--- src/rtl/hazard_ctrl.sv ---
// hazard_ctrl: stall / flush / forwarding control for the five-stage RV32I core.
// Tracks destination registers of the EX, MEM and WB instructions and sequences
// the IF/ID flush after a redirect resolved in decode.
// Optional feature macro: HAZARD_FWD_EN (defined = operand forwarding enabled;
// undefined = no forwarding, every register dependency stalls until retired).
module hazard_ctrl #(
  parameter int unsigned FLUSH_CYCLES = 1
) (
  input  logic       clk,
  input  logic       rst,
  input  logic       id_valid,
  input  logic [4:0] id_rs1,
  input  logic [4:0] id_rs2,
  input  logic       id_use_rs1,
  input  logic       id_use_rs2,
  input  logic [4:0] id_rd,
  input  logic       id_reg_write,
  input  logic       id_load,
  input  logic       id_redirect,
  output logic       pc_en,
  output logic       ifid_en,
  output logic       ifid_flush,
  output logic       idex_bubble,
  output logic [1:0] fwd_a,
  output logic [1:0] fwd_b
);

  typedef enum logic {RUN, FLUSH} state_t;

  // Remaining FLUSH-state cycles after the redirect cycle itself, minus one.
  localparam logic [1:0] CNT_INIT = (FLUSH_CYCLES > 1) ? 2'(FLUSH_CYCLES - 2) : 2'd0;

  state_t     state, state_nx;
  logic [1:0] cnt, cnt_nx;

  // Scoreboard: valid here already means "valid and writes rd".
  logic       ex_v, mem_v, wb_v;
  logic [4:0] ex_rd, mem_rd, wb_rd;
  logic       ex_ld;

  logic src_ex, src_mem, src_wb;
  logic a_ex, a_mem, a_wb, b_ex, b_mem, b_wb;
  logic ld_stall, stall;
  logic [1:0] fa, fb;

  assign src_ex  = ex_v  && (ex_rd  != '0);
  assign src_mem = mem_v && (mem_rd != '0);
  assign src_wb  = wb_v  && (wb_rd  != '0);

  assign a_ex  = id_use_rs1 && src_ex  && (ex_rd  == id_rs1);
  assign a_mem = id_use_rs1 && src_mem && (mem_rd == id_rs1);
  assign a_wb  = id_use_rs1 && src_wb  && (wb_rd  == id_rs1);
  assign b_ex  = id_use_rs2 && src_ex  && (ex_rd  == id_rs2);
  assign b_mem = id_use_rs2 && src_mem && (mem_rd == id_rs2);
  assign b_wb  = id_use_rs2 && src_wb  && (wb_rd  == id_rs2);

  assign ld_stall = (a_ex || b_ex) && ex_ld;

  // Stall condition and forwarding selects (youngest matching entry wins).
  always_comb begin
    fa = 2'b00;
    fb = 2'b00;
`ifdef HAZARD_FWD_EN
    stall = ld_stall;
    if (a_ex && !ex_ld) fa = 2'b01;
    else if (a_mem)     fa = 2'b10;
    else if (a_wb)      fa = 2'b11;
    if (b_ex && !ex_ld) fb = 2'b01;
    else if (b_mem)     fb = 2'b10;
    else if (b_wb)      fb = 2'b11;
`else
    // Without forwarding any match stalls; the load term is a subset of it.
    stall = ld_stall || a_ex || a_mem || a_wb || b_ex || b_mem || b_wb;
`endif
  end

  // Pipeline control outputs and FSM next state.
  always_comb begin
    pc_en       = 1'b1;
    ifid_en     = 1'b1;
    ifid_flush  = 1'b0;
    idex_bubble = 1'b0;
    fwd_a       = 2'b00;
    fwd_b       = 2'b00;
    state_nx    = state;
    cnt_nx      = cnt;
    if (!rst) begin
      fwd_a = fa;
      fwd_b = fb;
      case (state)
        RUN: begin
          if (stall) begin
            // Redirect is ignored here; decode re-resolves it next cycle.
            pc_en       = 1'b0;
            ifid_en     = 1'b0;
            idex_bubble = 1'b1;
          end else if (id_redirect) begin
            ifid_flush = 1'b1;
            if (FLUSH_CYCLES > 1) begin
              state_nx = FLUSH;
              cnt_nx   = CNT_INIT;
            end
          end
        end
        FLUSH: begin
          ifid_flush  = 1'b1;
          idex_bubble = 1'b1;
          if (cnt == '0) state_nx = RUN;
          else           cnt_nx   = cnt - 2'd1;
        end
        default: state_nx = RUN;
      endcase
    end
  end

  // State register and scoreboard shift EX -> MEM -> WB.
  always_ff @(posedge clk) begin
    if (rst) begin
      state  <= RUN;
      cnt    <= '0;
      ex_v   <= 1'b0;
      mem_v  <= 1'b0;
      wb_v   <= 1'b0;
      ex_rd  <= '0;
      mem_rd <= '0;
      wb_rd  <= '0;
      ex_ld  <= 1'b0;
    end else begin
      state  <= state_nx;
      cnt    <= cnt_nx;
      wb_v   <= mem_v;
      wb_rd  <= mem_rd;
      mem_v  <= ex_v;
      mem_rd <= ex_rd;
      ex_v   <= id_valid && !idex_bubble && id_reg_write;
      ex_rd  <= id_rd;
      ex_ld  <= id_load;
    end
  end

endmodule

--- config.mk ---
export PLATFORM = sky130hd
export DESIGN_NAME = hazard_ctrl
export DESIGN_NICKNAME = d
export VERILOG_FILES = /design/src/rtl/hazard_ctrl.sv
export SDC_FILE = /design/constraint.sdc
export NUM_CORES = 1
export LEC_CHECK = 0
export CAP_MARGIN = 20
export CORE_MARGIN = 1.5
export CORE_UTILIZATION = 50
export CTS_BUF_LIST = sky130_fd_sc_hd__clkbuf_8
export DETAILED_ROUTE_END_ITERATION = 10
export DONT_BUFFER_PORTS = 1
export PLACE_DENSITY = 0.7
export SYNTH_ARGS = -nofsm -noshare
export SYNTH_HDL_FRONTEND = slang
export SYNTH_SLANG_ARGS = --single-unit
--- constraint.sdc ---
create_clock -name clk -period 5.85 [get_ports clk]
set_clock_uncertainty 0.05 [all_clocks]
set_input_delay 1.4625 -clock clk [delete_from_list [all_inputs] [get_ports clk]]
set_output_delay 1.4625 -clock clk [all_outputs]
set_load 0.05 [all_outputs]
; ---- After elaboration in Yosys (flattened, before gate mapping)
; Cells that the tools add are included.
[classes]
addsub = 1
n_eq_ne = 6
muxes = 11
n_bitwise = 2
reduce_logical = 32
[ops]
columns = cell, count
row1 = 5-bit == test, 6
row2 = 1-bit logical AND, 18
row3 = 5-bit nonzero test, 3
row4 = 1-bit two-way mux, 9
row5 = 1-bit logical OR, 7
row6 = 1-bit case mux with 2 select lines, 2
row7 = 2-bit logical NOT, 1
row8 = 1-bit inverter, 2
row9 = 2-bit AND reduction, 1
row10 = 2-bit OR reduction, 1
row11 = "2-bit by 1-bit subtractor with 2-bit output, second input constant", 1
row12 = 1-bit logical NOT, 1
[word_totals]
reg_bits = 22
inputBits = 23
output_inout_bits = 8
wordCells = 61

; ---- Longest topological paths before layout
[logic_depth]
word_depth = 18
ltp_mapped = 6
depth_no_buf = 5

; ---- Worst setup path before layout
; Ideal clock, no wire load.
[synth_path]
path_kind = input port to output port
startpoint = in id_rs1[1]
endpoint = out pc_en
arrival_ns = 3.533
required_time_ns = 4.338
slack_ns = 0.805
path_stages = 6
n_path_buf = 1
cell_sequence = xnor2_1 and2_1 a32oi_1 o22ai_2 o21ai_0 buf_4
[synth_via]
elab_chain_cells = 13
elab_cells_between_ends = 17
[synth_lines]
columns = item, line_no
row1 = from (decl), 12  ; input logic [4:0] id_rs1,
row2 = 5-bit == test, 50  ; assign a_ex = id_use_rs1 && src_ex && (ex_rd == id_rs1);
row3 = 1-bit logical AND, 50
row4 = 1-bit logical OR, 57  ; assign ld_stall = (a_ex || b_ex) && ex_ld;
row5 = 1-bit logical AND, 57
row6 = 1-bit logical OR (2 in a row), 73  ; stall = ld_stall || a_ex || a_mem || a_wb || b_ex || b_mem || b_wb;
row7 = 1-bit logical OR * (4 in a row), 73
row8 = 1-bit two-way mux * (3 in a row), --
row9 = to (decl), 20  ; output logic pc_en,
; Mark *: on every way between the ends. The rest lies on a longest branch, timed or not.

; ---- Final worst setup path
[layout_path]
startpoint = in id_rs1[2]
endpoint = out idex_bubble
[layout_via]
elab_chain_cells = 13
elab_cells_between_ends = 17
[layout_lines]
columns = item, line_no
row1 = 5-bit == test, 50
row2 = 1-bit logical AND, 50
row3 = 1-bit logical OR, 57
row4 = 1-bit logical AND, 57
row5 = 1-bit logical OR (2 in a row), 73
row6 = 1-bit logical OR * (4 in a row), 73
row7 = 1-bit two-way mux *, 92  ; if (stall) begin
row8 = 1-bit case mux with 2 select lines *, 90  ; case (state)
row9 = 1-bit two-way mux *, 87  ; if (!rst) begin
row10 = to (decl), 23  ; output logic idex_bubble,
; Marks and branches as above.

==> impl_results.md <==
- Logic pwr share: about 11%
- Largest stage delay on the critical path: 0.51 ns
- DR vias/cell: 5.12
- Synth top area cells: dfxtp_1 (39%), xor2_1 (19%), nor2b_1 (9.8%), xnor2_1 (5.6%), buf_4 (3.4%)
- Die ar.: around 0.0025 mm^2
- CTS clk-pin slew, worst paths: 0.08 ns
- Hold Crit Depth: 1
- Initial core utilization: 54.4%
- Num CTS Buffers: 3
- TritonCTS clock tree: yes
- Worst Tran Pin Value: 0.892 ns
- Final setup vio count: 0
- Residual DRC: 0
- Maximum VDD drop: ~0.17 mV
- Crit-path max FO: 4
- Layout cells sized above 1: 9.57%
- Psw: between 0.00006 and 0.00007 W
- P&R area growth vs syn: 5.28%
- Final WL: 1.98 mm
- Vias in the first global route: approximately 780
- CP Class: primary input to output pin
- Max Fclk: 0.227 GHz
- Post-Syn Area per Cell: 9.56 um^2
- Ys Warns: 0
- Setup crit start kind: primary input
- Clock power frac: 34.2%
- CTS-repair resized insts: 0
- ANT nets after route: 0
- Largest family of logic cells by synthesized area: XOR/XNOR gates
- P_leak: 0.446 nW
- Reg2reg path depth: 5
- Final nets: 140
- Core area: 0.00200 mm^2
- Largest net degree at the start of global routing: 24
- WL/cell: 14.0 um
- Placed Cells incl. Taps: roughly 140
- Worst hold endpoint: mem_v$_SDFF_PP0_
- Worst R2R Start: wb_rd[0]$_SDFF_PP0_
- Root Driver: clkbuf_8
- Mux cell area share after synthesis: 0%
- Initial DRC Count: 13
- Req. time, crit path: 4.34 ns
- Worst Path Buf+Inv: 0
- Hold buffer count at cts: 0
- Gr usage total: 18.9%
- H-Tree Depth: 1
- Internal: 0.000210 W
- RD Place Congestion: 0.842
- Boundary Pins: 31
- Antenna violations before repair: 0
- Slew Viols, Final: 0
- HP Class: register to register
- Crit path max-delay family: compound AO/OA/AOI/OAI gates
- First-pass GRT wire length: 3.37 mm
- # diodes: 0
- Crit path time final: 4.40 ns
- Period utilisation layout: 75.2%
- Area share of the largest cell type after synthesis: 38.6%
- Clock Sinks: 21
- Via count: 727
- Hold path startpoint: ex_v$_SDFF_PP0_
- Global route total overflow: 0
- R2R Path End: ex_v$_SDFF_PP0_
- Pre-antenna DRT Iters: 4
- Sequential share of power: 54.6%
- Deepest clock path buffer count: 2
- Post-synthesis adder-cell area fraction: under 10%
- Die Height: ~50 um
- Crit end category: output pin
- Hold Vio Cnt, Final: 0
- R2R setup slack: 4.34 ns
- Leading area contributor after synthesis: dfxtp_1
- Post-synth cell types: 26
- Fill count: 159
- Post-Synth Simple-Gate Area: 20.8%
- Compound-cell area share of the yosys netlist: 8.73%
- Sequential share of the synthesized area: between 30% and 40%
- Arrival time worst endpoint: 2.89 ns
- XOR/XNOR Fraction of Synth Area: 24.9%
- Yosys reg bits: 21
- Post-DP HPWL: 1.50 mm
- Sw Share: 25.0%
- Later-pin clock latency in the skew report: 0.27 ns
- Max-slew headroom: 40.7%
- Status: complete, no violations
- CP Cell Sequence: xor2_1 > nor4_1 > nand3_1 > a21oi_2 > o31a_1
- Final TNS setup: 0 ns
- P per Cell Area: 244 mW/mm^2
- Input/output buffers: 0
- Max cap viols: 0
- Rows: 16
- RSZ-0062 raised after global routing: false
- Syn Inst Count: ~110
- CP max stage cell: o31a_1
- Cell area after synthesis: 0.00109 mm^2
- Die W: ~50 um
- Setup bufs post-CTS: 0
- Cell Count, Final, Fillers Out: between 100 and 150
routing by layer:
layer	GRT usage (%)	wire [um]
met1	23.0	922
met2	28.7	867
met3	5.15	138
met4	13.4	56
met5	0	0
power groups by stage:
stage                     logic [W]  clock network (W)  registers (W)
after CTS                 0.0000314          0.0000986       0.000153
final                     0.0000313          0.0000959       0.000153
after global placement    0.0000303                  0       0.000156
after floorplan           0.0000319                  0       0.000155
after global routing      0.0000345           0.000107       0.000154
after detailed placement  0.0000311                  0       0.000156
layout by cell type (no fill, tap or decap), drive strengths merged:
master  Yosys  routed
a211oi      1       1
a21oi       1       1
a32oi       2       2
and2        2       2
buf         5       1
clkbuf      2       3
clkinv      0       1
conb        1       4
dfxtp      21      21
ha          1       1
inv         4       4
nand2       1       1
nand3       3       3
nor2        4       4
nor2b      17      17
nor3        2       2
nor4        6       6
o21ai       4       4
o22ai       1       1
o31a        1       1
o32ai       1       1
or4         3       3
xnor2       7       7
xor2       24      24
flip-flops by register name, indices dropped and copies added (netlist names):
signal / count
cnt: 2
mem_rd: 5
state: 1
mem_v: 1
ex_rd: 5
wb_v: 1
ex_v: 1
wb_rd: 5
how the worst max path moves through the flow:
stage	startpoint	endpoint	cells past startpoint
final	id_rs1[2]	idex_bubble	5
after global routing	id_rs2[2]	ifid_flush	5
after CTS	id_rs2[3]	ifid_flush	5
after detailed placement	id_rs2[0]	ifid_flush	5
after global placement	id_rs2[0]	ifid_flush	5
after floorplan	id_rs1[1]	pc_en	6
stage by stage:
stage	hold slack [ns]	util, %	instance area [um^2]	worst slack [ns]	power, W
final	0.418	57.3	1150	1.45	0.000280
after global routing	0.444	57.3	1150	1.38	0.000295
after CTS	0.421	57.3	1150	1.44	0.000283
after detailed placement	0.409	55.0	1100	1.45	0.000187
after global placement	0.411	55.0	1100	1.47	0.000186
after floorplan	0.384	-	1100	0.805	0.000187
cells by family (layout without fill, tap and decap cells):
family | after synthesis | after routing
adder cells (fa/ha/maj) | 1 | 1
other | 1 | 4
buffers and inverters | 11 | 9
AND/OR/NAND/NOR | 38 | 38
AO/OA/AOI/OAI | 11 | 11
XOR/XNOR | 31 | 31
flip-flops | 21 | 21
layout make-up:
| cell class | instances | area (um^2) | share of cell area (%) |
|---|---|---|---|
| Clock buffer | 3 | 41.3 | 3.60 |
| Tap cell | 27 | 33.8 | 2.94 |
| Multi-Input combinational cell | 85 | 624 | 54.4 |
| Timing Repair Buffer | 1 | 7.51 | 0.654 |
| Clock inverter | 1 | 5.00 | 0.436 |
| Inverter | 4 | 15.0 | 1.31 |
| Sequential cell | 21 | 420 | 36.6 |
Yosys cell counts (all sizes together):
cell type	count
a211oi	1
ha	1
a32oi	2
dfxtp	21
nor2b	17
xnor2	7
nand2	1
a21oi	1
o31a	1
nor2	4
conb	1
nor3	2
o21ai	4
inv	4
xor2	24
nor4	6
o32ai	1
or4	3
buf	5
clkbuf	2
and2	2
o22ai	1
nand3	3
Note: power is estimated with default switching activity, not from simulation.
